**src/rtl/led_pkg.sv**
```systemverilog
// led_pkg: shared constants, frame width helper and state encoding
// for the daisy-chained LED node.
package led_pkg;

    localparam int DEF_CHANNELS     = 3;
    localparam int DEF_BITS         = 8;
    localparam int DEF_LATCH_CYCLES = 500;
    localparam int DEF_SYNC_STAGES  = 2;

    typedef enum logic [1:0] {
        LOAD  = 2'd0,
        ARMED = 2'd1,
        RELAY = 2'd2
    } state_t;

    function automatic int frame_bits(input int channels, input int bits);
        return channels * bits;
    endfunction

endpackage

```
**src/rtl/sync_edge.sv**
```systemverilog
// sync_edge: multi-flop synchronizer plus registered rising-edge detect.
// o_data is the delayed copy aligned with the o_rise pulse.
module sync_edge #(
    parameter int STAGES = 2
) (
    input  logic clk,
    input  logic reset_n,
    input  logic i_async,
    output logic o_data,
    output logic o_rise
);

    logic [STAGES-1:0] r_sync;
    logic              r_prev;
    logic              r_rise;

    always_ff @(posedge clk or negedge reset_n) begin
        if (!reset_n) begin
            r_sync <= '0;
            r_prev <= 1'b0;
            r_rise <= 1'b0;
        end else begin
            r_sync <= {r_sync[STAGES-2:0], i_async};
            r_prev <= r_sync[STAGES-1];
            r_rise <= r_sync[STAGES-1] & ~r_prev;
        end
    end

    assign o_data = r_prev;
    assign o_rise = r_rise;

endmodule

```
**src/rtl/led_chain_node.sv**
```systemverilog
// led_chain_node: captures one frame from the serial chain, relays the
// rest downstream, and latches or discards after an idle timeout.
module led_chain_node
    import led_pkg::*;
#(
    parameter int CHANNELS     = DEF_CHANNELS,
    parameter int BITS         = DEF_BITS,
    parameter int LATCH_CYCLES = DEF_LATCH_CYCLES,
    parameter int SYNC_STAGES  = DEF_SYNC_STAGES
) (
    input  logic                     clk,
    input  logic                     reset_n,
    input  logic                     cki,
    input  logic                     sdi,
    output logic                     cko,
    output logic                     sdo,
    output logic [CHANNELS*BITS-1:0] rgb,
    output logic                     latch_strobe,
    output logic                     frame_error,
    output logic                     relay_active
);

    localparam int FB = frame_bits(CHANNELS, BITS);
    localparam int CW = $clog2(FB + 1);
    localparam int IW = $clog2(LATCH_CYCLES + 1);
    localparam logic [CW-1:0] FB_C   = CW'(FB);
    localparam logic [CW-1:0] FB_M1  = CW'(FB - 1);
    localparam logic [IW-1:0] LAT_C  = IW'(LATCH_CYCLES);
    localparam logic [IW-1:0] LAT_M1 = IW'(LATCH_CYCLES - 1);

    logic w_cki_d;
    logic w_cki_rise;
    logic w_sdi_d;
    logic w_sdi_rise_unused;
    logic w_timeout;
    logic w_load;

    state_t          r_state;
    state_t          w_state_nx;
    logic [FB-1:0]   r_shift;
    logic [CW-1:0]   r_bit_cnt;
    logic [IW-1:0]   r_idle;
    logic [FB-1:0]   r_rgb;
    logic            r_latch;
    logic            r_err;
    logic            r_cko;
    logic            r_sdo;

    sync_edge #(.STAGES(SYNC_STAGES)) u_cki_sync (
        .clk     (clk),
        .reset_n (reset_n),
        .i_async (cki),
        .o_data  (w_cki_d),
        .o_rise  (w_cki_rise)
    );

    sync_edge #(.STAGES(SYNC_STAGES)) u_sdi_sync (
        .clk     (clk),
        .reset_n (reset_n),
        .i_async (sdi),
        .o_data  (w_sdi_d),
        .o_rise  (w_sdi_rise_unused)
    );

    // A cki edge in the timeout cycle wins: the counter restarts instead.
    assign w_timeout = !w_cki_rise && (r_idle == LAT_M1);
    assign w_load    = w_cki_rise && (r_state == LOAD);

    always_comb begin
        w_state_nx = r_state;
        if (w_timeout) begin
            w_state_nx = LOAD;
        end else if (w_cki_rise) begin
            unique case (r_state)
                LOAD:    if (r_bit_cnt == FB_M1) w_state_nx = ARMED;
                ARMED:   w_state_nx = RELAY;
                default: w_state_nx = r_state;
            endcase
        end
    end

    always_ff @(posedge clk or negedge reset_n) begin
        if (!reset_n) begin
            r_state   <= LOAD;
            r_shift   <= '0;
            r_bit_cnt <= '0;
            r_idle    <= LAT_C;
            r_rgb     <= '0;
            r_latch   <= 1'b0;
            r_err     <= 1'b0;
            r_cko     <= 1'b0;
            r_sdo     <= 1'b0;
        end else begin
            r_state <= w_state_nx;
            r_latch <= 1'b0;
            r_err   <= 1'b0;
            if (w_cki_rise) begin
                r_idle <= '0;
            end else if (r_idle != LAT_C) begin
                r_idle <= r_idle + IW'(1);
            end
            if (w_timeout) begin
                r_bit_cnt <= '0;
                if (r_bit_cnt == FB_C) begin
                    r_rgb   <= r_shift;
                    r_latch <= 1'b1;
                end else if (r_bit_cnt != '0) begin
                    r_err <= 1'b1;
                end
            end else if (w_load) begin
                r_shift   <= {r_shift[FB-2:0], w_sdi_d};
                r_bit_cnt <= r_bit_cnt + CW'(1);
            end
            // Only edges that start while relaying may raise cko.
            r_cko <= (r_state == RELAY) && w_cki_d && (w_cki_rise || r_cko);
            r_sdo <= (r_state == RELAY) && w_sdi_d;
        end
    end

    assign rgb          = r_rgb;
    assign latch_strobe = r_latch;
    assign frame_error  = r_err;
    assign cko          = r_cko;
    assign sdo          = r_sdo;
    assign relay_active = (r_state != LOAD);

endmodule

```
**config.mk**
```make
export PLATFORM = sky130hd
export DESIGN_NAME = led_chain_node
export DESIGN_NICKNAME = d
export VERILOG_FILES = /design/src/rtl/led_pkg.sv /design/src/rtl/sync_edge.sv /design/src/rtl/led_chain_node.sv
export SDC_FILE = /design/constraint.sdc
export NUM_CORES = 1
export LEC_CHECK = 0
export CAP_MARGIN = 20
export CORE_UTILIZATION = 40
export CTS_BUF_LIST = sky130_fd_sc_hd__clkbuf_2
export DETAILED_ROUTE_END_ITERATION = 8
export PLACE_DENSITY = 0.67
export SLEW_MARGIN = 20
export SYNTH_ARGS = -nofsm -noshare
export SYNTH_HDL_FRONTEND = slang
export SYNTH_HIERARCHICAL = 1
export SYNTH_SLANG_ARGS = --single-unit
export TNS_END_PERCENT = 10
```
**constraint.sdc**
```tcl
create_clock -name clk -period 2 [get_ports clk]
set_input_delay 0.5 -clock clk [delete_from_list [all_inputs] [get_ports clk]]
set_output_delay 0.5 -clock clk [all_outputs]
set_load 0.02 [all_outputs]
```
==> impl_metrics.ini <==
[synthesis]
syn-cell-area_sq_um = 3010
ys_warn_count = 6
synth_nets = 271
avgSynthCellArea_sq_um = 11.4
netlist_instances = 263

[power]
total_power_mw = 3.11
irDropWorstVdd_v = 0.000473
p_per_area_nw_per_um2 = 853
power.leakage_nw = 1.96

[global_route]
antenna_found_initial = 0
grt_util_all_layers_pct = 15.6
grt_pass1_vias = 1978
grt.overflow.total = 0
grt_pass1_wl_mm = 9.22
grt_max_degree = 76

[min_path]
hold_end = u_sdi_sync/o_data
hold_path.startpoint = u_sdi_sync/r_sync[1]
whs_path_depth = 0
min_path_type = reg -> reg

[drt]
initialDrtViolationCount = 88
vias_per_cell = 4.86
route.detailed.drc = 0
ant_nets = 0
dr.pass1.iters = 4
vias = 2020
wl_per_cell_microns = 12.8
drt-total-wl_mm = 5.34

[flow_run]
cap_violations = 0

[floorplan]
rows = 31
die_area_sq_um = 7870
die_width_microns = 88.7
die_y_microns = 88.7
initial_core_util_pct = 41.5
num_io_pins = 33
coreArea_sq_um = 7250

[sta]
slew_headroom_pct = 71.5
finalHoldViolations = 0
tightest_slew_ns = 0.421
whs_ns = 0.377
setup_viol = 0
slew_violations = 0
rsz0062_at_grt = no
fmax_ghz = 0.533
fin_crit_ns = 1.88
final.setup.worst_slack_ns = 0.125
fin_crit_sh_pct = 93.8
finClkSkew_ns = 0.0147
setup_tns_ns = 0

[clock_tree]
clk_latency_ns = 0.48
cts_tree = yes
cts_buffer_depth = 2
cts_made_buffers = 9
clock-root-buffer = clkbuf_2
clock_sinks = 75
clk_pin_slew_worst_paths_ns = 0.18
htreeDepth = 3

[place]
hpwl_mm = 3.43
place_area_sq_um = 3520
detailedPlace.worstSlack_ns = 0.107
place_congestion = 0.744
port_buffers = 32
placedCellCount = 398

[setup_path]
crit_path_end_kind = flop
r2r_cells = 5
cp_slowest_cell = or3b_2
crit_fanout = 11
max_stage_delay_ns = 0.60
cp.arrival_ns = 2.29
cp.depth = 5
crit_family = simple AND/OR/NAND/NOR gates
reg2reg_slack_ns = 0.12
crit_type = reg -> reg
timing.rr.start = r_state[1]
r2r_end = r_bit_cnt[4]
cp_cell_sequence = buf_4 -> buf_4 -> or3b_2 -> or3_1 -> a21oi_1
crit_path_start_kind = flop
cpMostUsedCell = buf_4
cp.required_ns = 2.42
worst-path-buf-inv = 2

[finish]
num-fill-cells = 664
area_growth_pct = 21.4
postLayoutCellArea_sq_um = 3650
drive_above_1_share_pct = 19.6
layout_commonest_cell = nand2_1
n_antenna_cell = 0
fin_util_pct = 50.3
final_cells = 416
layout.nets = 320
final_cell_mix = 78 x nand2_1, 69 x dfrtp_1, 25 x dlygate4sd2_1

[run_status]
outcome = completed
final cells by class:
type                       instances  area [sq um]  share of cell area [%]
multi-input combinational        172          1060                    29.2
clock inverter                     7          82.6                    2.26
tap                               99           124                    3.39
clock buffer                       9          45.0                    1.23
inverter                           8          30.0                   0.823
sequential                        75          1880                    51.6
timing repair buffer              46           419                    11.5
flip-flops by register name (all words and copies together) (netlist names), 2 cells and up:
signal	count
r_state	2
rgb	24
r_shift	24
u_cki_sync/r_sync	2
u_sdi_sync/r_sync	2
r_idle	9
r_bit_cnt	5
per-layer routing:
| metal | global-route usage, % | vias up | wire length (microns) |
|---|---|---|---|
| met2 | 25.1 | 28 | 2600 |
| met4 | 5.72 | 0 | 47 |
| li1 | - | 979 | - |
| met1 | 20.1 | 1007 | 2520 |
| met5 | 0 | - | 0 |
| met3 | 4.38 | 6 | 177 |
how the worst max path moves through the flow:
stage          startpoint      endpoint  slack [ns]
3_3_place_gp    r_idle[0]       rgb[19]        0.17
4_1_cts               sdo           sdo        0.01
3_5_place_dp    r_idle[0]       rgb[13]        0.11
6_report       r_state[1]  r_bit_cnt[4]        0.12
5_1_grt         r_idle[0]       rgb[18]        0.03
2_1_floorplan   r_idle[0]        rgb[0]        0.07
timing repair:
action,4_1_cts,5_1_grt
hold buffers,1,0
pin swaps,0,1
buffers inserted,0,1
endpoints found under the setup margin,26,21
gates resized for setup,28,6
endpoints found under the hold margin,37,0
power breakdown:
part	internal [mW]	switching, mW	total, mW
logic	0.175	0.208	0.382
clock network	0.398	0.502	0.900
registers	1.67	0.160	1.83
Power figures use the tool's default switching activity.
